===== src/rtl/multi_channel_snapshot_averager_pkg.sv =====
// multi_channel_snapshot_averager_pkg: shared constants, handshake state encodings and mean rounding offset.
// Optional feature macro MCSA_ROUND_EN: when defined, means round half up instead of flooring.
package multi_channel_snapshot_averager_pkg;
   localparam int DEF_DATA_W = 12;
   localparam int DEF_LOG2_DEPTH = 7;
   localparam int DEF_PERIOD_CYCLES = 100_000_000;
   localparam logic [0:0] ST_EMPTY = 1'b0;
   localparam logic [0:0] ST_FULL = 1'b1;
`ifdef MCSA_ROUND_EN
   localparam bit ROUND_EN = 1'b1;
`else
   localparam bit ROUND_EN = 1'b0;
`endif
   function automatic int round_offset(input int log2_depth);
      return (ROUND_EN && log2_depth > 0) ? (1 << (log2_depth - 1)) : 0;
   endfunction
endpackage


===== src/rtl/multi_channel_snapshot_averager_channel_accumulator.sv =====
// multi_channel_snapshot_averager_channel_accumulator: running sum over 2^LOG2_DEPTH samples and mean register for one channel.
// Ports: clk, reset (sync, active high), add_en (accept sample), sample (signed), mean (signed, last completed average).
module multi_channel_snapshot_averager_channel_accumulator
   import multi_channel_snapshot_averager_pkg::*;
#(
   parameter int DATA_W = DEF_DATA_W,
   parameter int LOG2_DEPTH = DEF_LOG2_DEPTH
) (
   input  logic                     clk,
   input  logic                     reset,
   input  logic                     add_en,
   input  logic signed [DATA_W-1:0] sample,
   output logic signed [DATA_W-1:0] mean
);
   localparam int AW = DATA_W + LOG2_DEPTH;
   localparam int CW = LOG2_DEPTH + 1;
   localparam logic [CW-1:0] LAST = CW'((1 << LOG2_DEPTH) - 1);
   localparam logic signed [AW-1:0] OFF = AW'(round_offset(LOG2_DEPTH));
   logic signed [AW-1:0] acc_q, acc_d, sum, rnd;
   logic [CW-1:0] cnt_q, cnt_d;
   logic signed [DATA_W-1:0] mean_q, mean_d;
   logic done;
   assign sum = acc_q + AW'(sample);
   assign rnd = sum + OFF;
   assign mean = mean_q;
   // The sample that completes the block is folded into the mean in the same edge that clears the sum.
   always_comb begin
      done = add_en && cnt_q == LAST;
      acc_d = !add_en ? acc_q : done ? '0 : sum;
      cnt_d = !add_en ? cnt_q : done ? '0 : cnt_q + CW'(1);
      mean_d = done ? DATA_W'(rnd >>> LOG2_DEPTH) : mean_q;
   end
   always_ff @(posedge clk) begin
      if (reset) begin
         acc_q <= '0;
         cnt_q <= '0;
         mean_q <= '0;
      end else begin
         acc_q <= acc_d;
         cnt_q <= cnt_d;
         mean_q <= mean_d;
      end
   end
endmodule


===== src/rtl/multi_channel_snapshot_averager.sv =====
// multi_channel_snapshot_averager: per-channel running means, published as periodic sequenced snapshots over valid/ready.
// Ports: clk, reset (sync, active high); sample_valid/sample_chan/sample_data (tagged sample stream, never stalled);
// snap_valid/snap_ready/snap_data/snap_seq (snapshot handshake); overrun (sticky); bad_chan_err (one-cycle pulse).
// Build option MCSA_ROUND_EN selects round-half-up means (see package).
module multi_channel_snapshot_averager
   import multi_channel_snapshot_averager_pkg::*;
#(
   parameter int NUM_CH = 4,
   parameter int CH_W = 2,
   parameter int DATA_W = DEF_DATA_W,
   parameter int LOG2_DEPTH = DEF_LOG2_DEPTH,
   parameter int PERIOD_CYCLES = DEF_PERIOD_CYCLES,
   parameter int SEQ_W = 8
) (
   input  logic                     clk,
   input  logic                     reset,
   input  logic                     sample_valid,
   input  logic [CH_W-1:0]          sample_chan,
   input  logic signed [DATA_W-1:0] sample_data,
   output logic                     snap_valid,
   input  logic                     snap_ready,
   output logic [NUM_CH*DATA_W-1:0] snap_data,
   output logic [SEQ_W-1:0]         snap_seq,
   output logic                     overrun,
   output logic                     bad_chan_err
);
   localparam int PW = PERIOD_CYCLES > 1 ? $clog2(PERIOD_CYCLES) : 1;
   localparam logic [PW-1:0] PER_LAST = PW'(PERIOD_CYCLES - 1);
   logic [NUM_CH-1:0] add_en;
   logic [NUM_CH*DATA_W-1:0] means;
   logic chan_ok, tick, load;
   logic [PW-1:0] per_q, per_d;
   logic [0:0] state_q, state_d;
   logic [NUM_CH*DATA_W-1:0] data_q, data_d;
   logic [SEQ_W-1:0] seq_q, seq_d;
   logic ovr_q, ovr_d, bad_q, bad_d;
   assign chan_ok = int'(sample_chan) < NUM_CH;
   for (genvar k = 0; k < NUM_CH; k++) begin : g_ch
      assign add_en[k] = sample_valid && sample_chan == CH_W'(k);
      multi_channel_snapshot_averager_channel_accumulator #(
         .DATA_W(DATA_W),
         .LOG2_DEPTH(LOG2_DEPTH)
      ) u_channel_accumulator (
         .clk(clk),
         .reset(reset),
         .add_en(add_en[k]),
         .sample(sample_data),
         .mean(means[k*DATA_W +: DATA_W])
      );
   end
   // A tick loads when the slot is free or being drained this cycle; otherwise the held snapshot wins and overrun latches.
   always_comb begin
      tick = per_q == PER_LAST;
      load = tick && (state_q == ST_EMPTY || snap_ready);
      per_d = tick ? '0 : per_q + PW'(1);
      state_d = load ? ST_FULL : snap_ready ? ST_EMPTY : state_q;
      data_d = load ? means : data_q;
      seq_d = load ? seq_q + SEQ_W'(1) : seq_q;
      ovr_d = ovr_q || (tick && !load);
      bad_d = sample_valid && !chan_ok;
   end
   always_ff @(posedge clk) begin
      if (reset) begin
         per_q <= '0;
         state_q <= ST_EMPTY;
         data_q <= '0;
         seq_q <= '0;
         ovr_q <= 1'b0;
         bad_q <= 1'b0;
      end else begin
         per_q <= per_d;
         state_q <= state_d;
         data_q <= data_d;
         seq_q <= seq_d;
         ovr_q <= ovr_d;
         bad_q <= bad_d;
      end
   end
   assign snap_valid = state_q == ST_FULL;
   assign snap_data = data_q;
   assign snap_seq = seq_q;
   assign overrun = ovr_q;
   assign bad_chan_err = bad_q;
endmodule


===== config.mk =====
export PLATFORM = sky130hd
export DESIGN_NAME = multi_channel_snapshot_averager
export DESIGN_NICKNAME = d
export VERILOG_FILES = /design/src/rtl/multi_channel_snapshot_averager_pkg.sv /design/src/rtl/multi_channel_snapshot_averager_channel_accumulator.sv /design/src/rtl/multi_channel_snapshot_averager.sv
export SDC_FILE = /design/constraint.sdc
export NUM_CORES = 1
export LEC_CHECK = 0
export BUFFER_PORTS_ARGS = -buffer_cell sky130_fd_sc_hd__buf_2
export CORE_ASPECT_RATIO = 1.1
export CORE_UTILIZATION = 50
export DETAILED_ROUTE_END_ITERATION = 10
export HOLD_SLACK_MARGIN = 0.1
export PLACE_DENSITY = 0.74
export SYNTH_ARGS = -nofsm -noshare
export SYNTH_HDL_FRONTEND = slang
export SYNTH_SLANG_ARGS = --single-unit

===== constraint.sdc =====
create_clock -name clk -period 3.41 [get_ports clk]
set_input_delay 0.1705 -clock clk [delete_from_list [all_inputs] [get_ports clk]]
set_output_delay 0.1705 -clock clk [all_outputs]
set_load 0.02 [all_outputs]

Yosys cells after proc, flatten, opt, wreduce, memory -nomap -nowiden
Cells that the tools add are included.
Widths: inputs -> output; s select.
- register bits: 241
- input port bits: 18
- word-level logic and storage cells: 62
- add/sub/neg operators: 10
- equality and inequality tests: 8
- mux-type cells: 10
- bitwise logic cells: 1
- reductions and logical operators: 16
- operators with widths (kind ; count):
    $add 19x12->19 ; 4
    $mux 19 ; 4
    $add 8x1->8 const B ; 5
    $eq 8x7->1 const B ; 4
    $mux 8 ; 4
    $add 27x1->27 const B ; 1
    $eq 27x27->1 const B ; 1
    $logic_and 1x1->1 ; 10
    $eq 2x2->1 const B ; 2
    $eq 2x1->1 const B ; 1
    $logic_not 2->1 ; 1
    $logic_or 1x1->1 ; 2
    $mux 1 ; 2
    $reduce_bool 2->1 ; 1
    $reduce_or 2->1 ; 1
    $logic_not 1->1 ; 1
    $not 1->1 ; 1

Logic depth before layout (Yosys ltp)
- word-level depth: 6
- depth in mapped cells: 10

By module
From an unflattened synthesis, not the netlist that was laid out.
- cells, all modules: 1539
- area, all modules: 13656.8 µm²
- by module, submodules not included (module ; times used ; cells an instance ; area an instance (µm²) ; sequential area each (µm²)):
    multi_channel_snapshot_averager_channel_accumulator (g_ch[1].u_channel_accumulator ...) ; 3 ; 289 ; 2534.9 ; 780.7
    multi_channel_snapshot_averager ; 1 ; 359 ; 3495.9 ; 1701.6
    multi_channel_snapshot_averager_channel_accumulator (g_ch[0].u_channel_accumulator) ; 1 ; 313 ; 2556.2 ; 780.7

Least setup slack after synthesis
No wires, ideal clock.
- path kind: flip-flop to flip-flop
- from: register g_ch[2].u_channel_accumulator.acc_q[0]
- to: register g_ch[2].u_channel_accumulator.acc_q[18]
- library setup time: 74 ps
- arrival: 2482 ps
- data required time: 3336 ps
- setup slack: 854 ps
- cell stages (with the launch flop): 11
- path buffers: 0
- cells stage by stage: dfxtp_1 -> ha_1 -> fa_1 -> a21o_1 -> a22oi_1 -> a21oi_1 -> a31oi_1 -> or4b_2 -> nand3_1 -> or4_1 -> a31oi_1
- cells in the longest elaborated chain, start to end: 2
- ends and longest elaborated chain (what ; RTL line ; RTL):
    start: declaration ; multi_channel_snapshot_averager_channel_accumulator.sv:19 ; logic signed [AW-1:0] acc_q, acc_d, sum, rnd;
    start signal: assignment ; multi_channel_snapshot_averager_channel_accumulator.sv:35 ; acc_q <= '0;
    start signal: assignment ; multi_channel_snapshot_averager_channel_accumulator.sv:39 ; acc_q <= acc_d;
    $add 19x12->19 ; multi_channel_snapshot_averager_channel_accumulator.sv:23 ; assign sum = acc_q + AW'(sample);
    $mux 19 ; multi_channel_snapshot_averager_channel_accumulator.sv:29 ; acc_d = !add_en ? acc_q : done ? '0 : sum;
Every way passes these cells.
A chain may end at the register's enable or synchronous reset.

Final worst setup path
- from: register g_ch[1].u_channel_accumulator.acc_q[0]
- to: register g_ch[1].u_channel_accumulator.mean_q[11]
- cells in the longest elaborated chain, start to end: 1
- ends and longest elaborated chain (what ; RTL line ; RTL):
    start: declaration ; multi_channel_snapshot_averager_channel_accumulator.sv:19 ;
    start signal: assignment ; multi_channel_snapshot_averager_channel_accumulator.sv:35 ;
    start signal: assignment ; multi_channel_snapshot_averager_channel_accumulator.sv:39 ;
    $add 19x12->19 ; multi_channel_snapshot_averager_channel_accumulator.sv:23 ;
    end signal: assignment ; multi_channel_snapshot_averager_channel_accumulator.sv:41 ; mean_q <= mean_d;
    end: declaration ; multi_channel_snapshot_averager_channel_accumulator.sv:21 ; logic signed [DATA_W-1:0] mean_q, mean_d;
Every way passes these cells.

==> reports/results.ini <==
[synth]
ys_ff_latch=241
synth_area_um2=12200
yosysUniqueCellTypes=63
yosys_warnings=0
synth_cells=1464
synth_xor_area_share_pct=7.93
synth-main-ff-cell=dfxtp_1
synthAdderAreaFrac_pct=8.69
synth.mux.area_fraction_pct=0
synth_nets=1564
synth_seq_area_share_pct=39.7
synth_top_family_by_area=simple AND/OR/NAND/NOR gates
yosys.area_share.simple_pct=21.4
synth_edf_count=0
synthArstFlopShare_pct=0
synth_compound_area_share_pct=19.6
postSynthAreaPerCell_um2=8.30

[timing]
fin_worst_skew_ps=11.3
finalCriticalPeriod_ps=2910
slew_headroom_pct=16.2
rsz0062_at_grt=false
hold_viol=0
worst_pin_slew_ps=1250
setup-violations-final=0
layout_setup_ws_ps=498
drv_slew=0
tns_ps=0
max_freq_ghz=0.343
period_share_pct=85.4

[setup_path]
startpoint_type=flop
cp.arrival_ps=3320
r2r_start=g_ch[1].u_channel_accumulator.acc_q[0]$_SDFFE_PP0P_
slowest_stage=fa_1
end_kind=flop
critPathMaxStageDelay_ps=430
crit_type=flop to flop
critPathTopFamily=compound AO/OA/AOI/OAI gates
crit_path_max_fanout=4
worstSetupStartpoint=g_ch[1].u_channel_accumulator.acc_q[0]$_SDFFE_PP0P_
worstPathCellList=ha_1 > fa_1 > a211oi_1 > o21a_1 > nor4_1 > o41ai_4 > o211ai_1 > a41oi_1 > nor2_1 > a2111oi_0
cp.required_ps=3820
crit_buf_inv=0

[grt]
gr-usage-met2_pct=37.2
gr-total-overflow=0
grt_max_degree=83
grt_use_met1_pct=29.2
grt_pass1_vias=9737
met3_usage_pct=2.86
grt_pass1_wl_um=45400
grt_usage_pct=22.0
busiest_layer=met2
antenna_found_initial=0

[placement]
finalWeightedCongestion=0.897
dp_hpwl_um=18800
place_area_um2=12800
dp.cells=1793
dp_slack_ps=493
io_buffers=75

[cts]
clock_sinks=241
clk_latency_ps=530
cts_root_buf=clkbuf_16
postCtsHoldBufs=3
postCtsSetupBuffers=0
cts_buffers=26
cts_resized=0
clock_path_buffers=3
cts.reportedPaths.clkPinSlew_ps=60
htree_num_levels=1
cts_tree=done

[routing]
dr_total_vias=10400
ant_nets=0
drcViolationCount=0
first_pass_iters=5
vias_per_cell=5.64
wl_um=27400
wl_per_cell_um=14.9
drt_iter0_markers=542

[floorplan]
rows=59
chipHeight_um=166
start_util_pct=51.1
coreArea_um2=23800
fp.dieW_um=151
design.die.area_um2=24900
num_io_pins=77

[final_layout]
nets=1619
fillers=2181
drive_gt1_share_pct=9.88
n_antenna_cell=0
finalNonFillerCells=1844
syn_to_final_growth_pct=13.0
final_area_um2=13700
seqCellArea_um2=4820
multi_input_area_um2=7020

[status]
status=complete, no violations

[power_and_ir_drop]
power_mw=6.46
power_density_nw_per_um2=470
ir_drop_v=0.000253
leakagePower_nw=5.64

[min_path]
hp-start=sample_data[0]
hold_path.class=input port to flop

[job]
drv_cap=0

[Yosys cell counts (24+ instances only)]
cell      instances  area, µm²
a21o_1           32        240
nor3_1           41        205
xnor2_1          52        455
xor2_1           58        508
o21ai_0          37        185
clkbuf_1         64        240
nand3_1          48        240
nor2_1          126        473
a22o_1           26        228
nand2_1         246        923
a21oi_1         166        831
dfxtp_1         241       4820
and3_1           24        150
ha_1             78        976
[final cells by class]
| class | count | area share, % |
|---|---|---|
| clock buffers | 34 | 5.40 |
| clock inverters | 14 | 1.16 |
| inverters | 14 | 0.383 |
| multi-input cells | 1140 | 51.2 |
| flip-flops and latches | 241 | 35.1 |
| well taps | 305 | 2.78 |
| repair buffers | 96 | 3.98 |
[worst reg2reg max path, delay by kind of cell, from the launching register on]
kind	cells	cell delay, ps
DFF	1	310
and+or+nand+nor	2	180
adders and majority gates	2	630
AOI/OAI and AO/OA	6	1680
[flip-flops by register name, summed over array words and instances (netlist names)]
| register | count |
|---|---|
| g_ch.u_channel_accumulator.mean | 48 |
| g_ch.u_channel_accumulator.cnt_q | 32 |
| per_q | 27 |
| snap_data | 48 |
| snap_seq | 8 |
| overrun | 1 |
| g_ch.u_channel_accumulator.acc_q | 76 |
| snap_valid | 1 |
[placed cells by master, fill, tap and decap left out, types with 13 or more instances in the layout]
cell type  synthesis  final
a21o_1            32     32
inv_1             14     14
xor2_1            58     58
buf_2              1     74
o21ai_0           37     37
ha_1              78     78
a31oi_1           15     15
a22oi_1           21     21
nand4_1           23     23
a21oi_1          166    166
xnor2_1           52     52
nand2_1          246    246
a211oi_1          13     13
and3_1            24     24
clkbuf_16          0     26
nor3_1            41     39
buf_4              1     18
or3_1             13     13
nand3_1           48     48
nor2_1           126    126
dfxtp_1          241    241
a22o_1            26     26
[layer usage]
metal / share of wire [%] / wire [µm]
met3: 3.8 / 1050
met5: 0 / 0
met2: 47 / 12900
met4: 2.0 / 555
met1: 47 / 13000
[where the power goes]
part | internal (mW) | switching [mW]
logic | 0.248 | 0.391
registers | 2.86 | 0.0339
clock network | 1.76 | 1.16
[cell families (layout without fill, tap and decap cells)]
kind of cell / Yosys count / count (layout)
AO/OA/AOI/OAI: 374 / 374
flip-flops: 241 / 241
other: 1 / 1
AND/OR/NAND/NOR: 573 / 573
adder cells (fa/ha/maj): 82 / 82
XOR/XNOR: 110 / 110
buffers and inverters: 83 / 158
[through the flow]
| stage | utilization [%] | hold WS [ps] |
|---|---|---|
| 3_3_place_gp | 53.8 | 435 |
| 4_1_cts | 57.8 | 121 |
| 2_1_floorplan | - | 367 |
| 6_report | 57.8 | 148 |
| 3_5_place_dp | 53.8 | 442 |
| 5_1_grt | 57.8 | 190 |
[path summary, 6_finish.rpt]
kind / to / slack, ps / cells after the start
setup / recovery: g_ch[1].u_channel_accumulator.mean[11]$_SDFFE_PP0P_ / 500 / 10
hold / removal: g_ch[0].u_channel_accumulator.acc_q[0]$_SDFFE_PP0P_ / 150 / 4
setup reg to reg: g_ch[1].u_channel_accumulator.mean[11]$_SDFFE_PP0P_ / 500 / 10
hold reg to reg: snap_data[33]$_SDFFE_PP0P_ / 440 / 2
No activity file was read; power rests on OpenSTA's default activity.
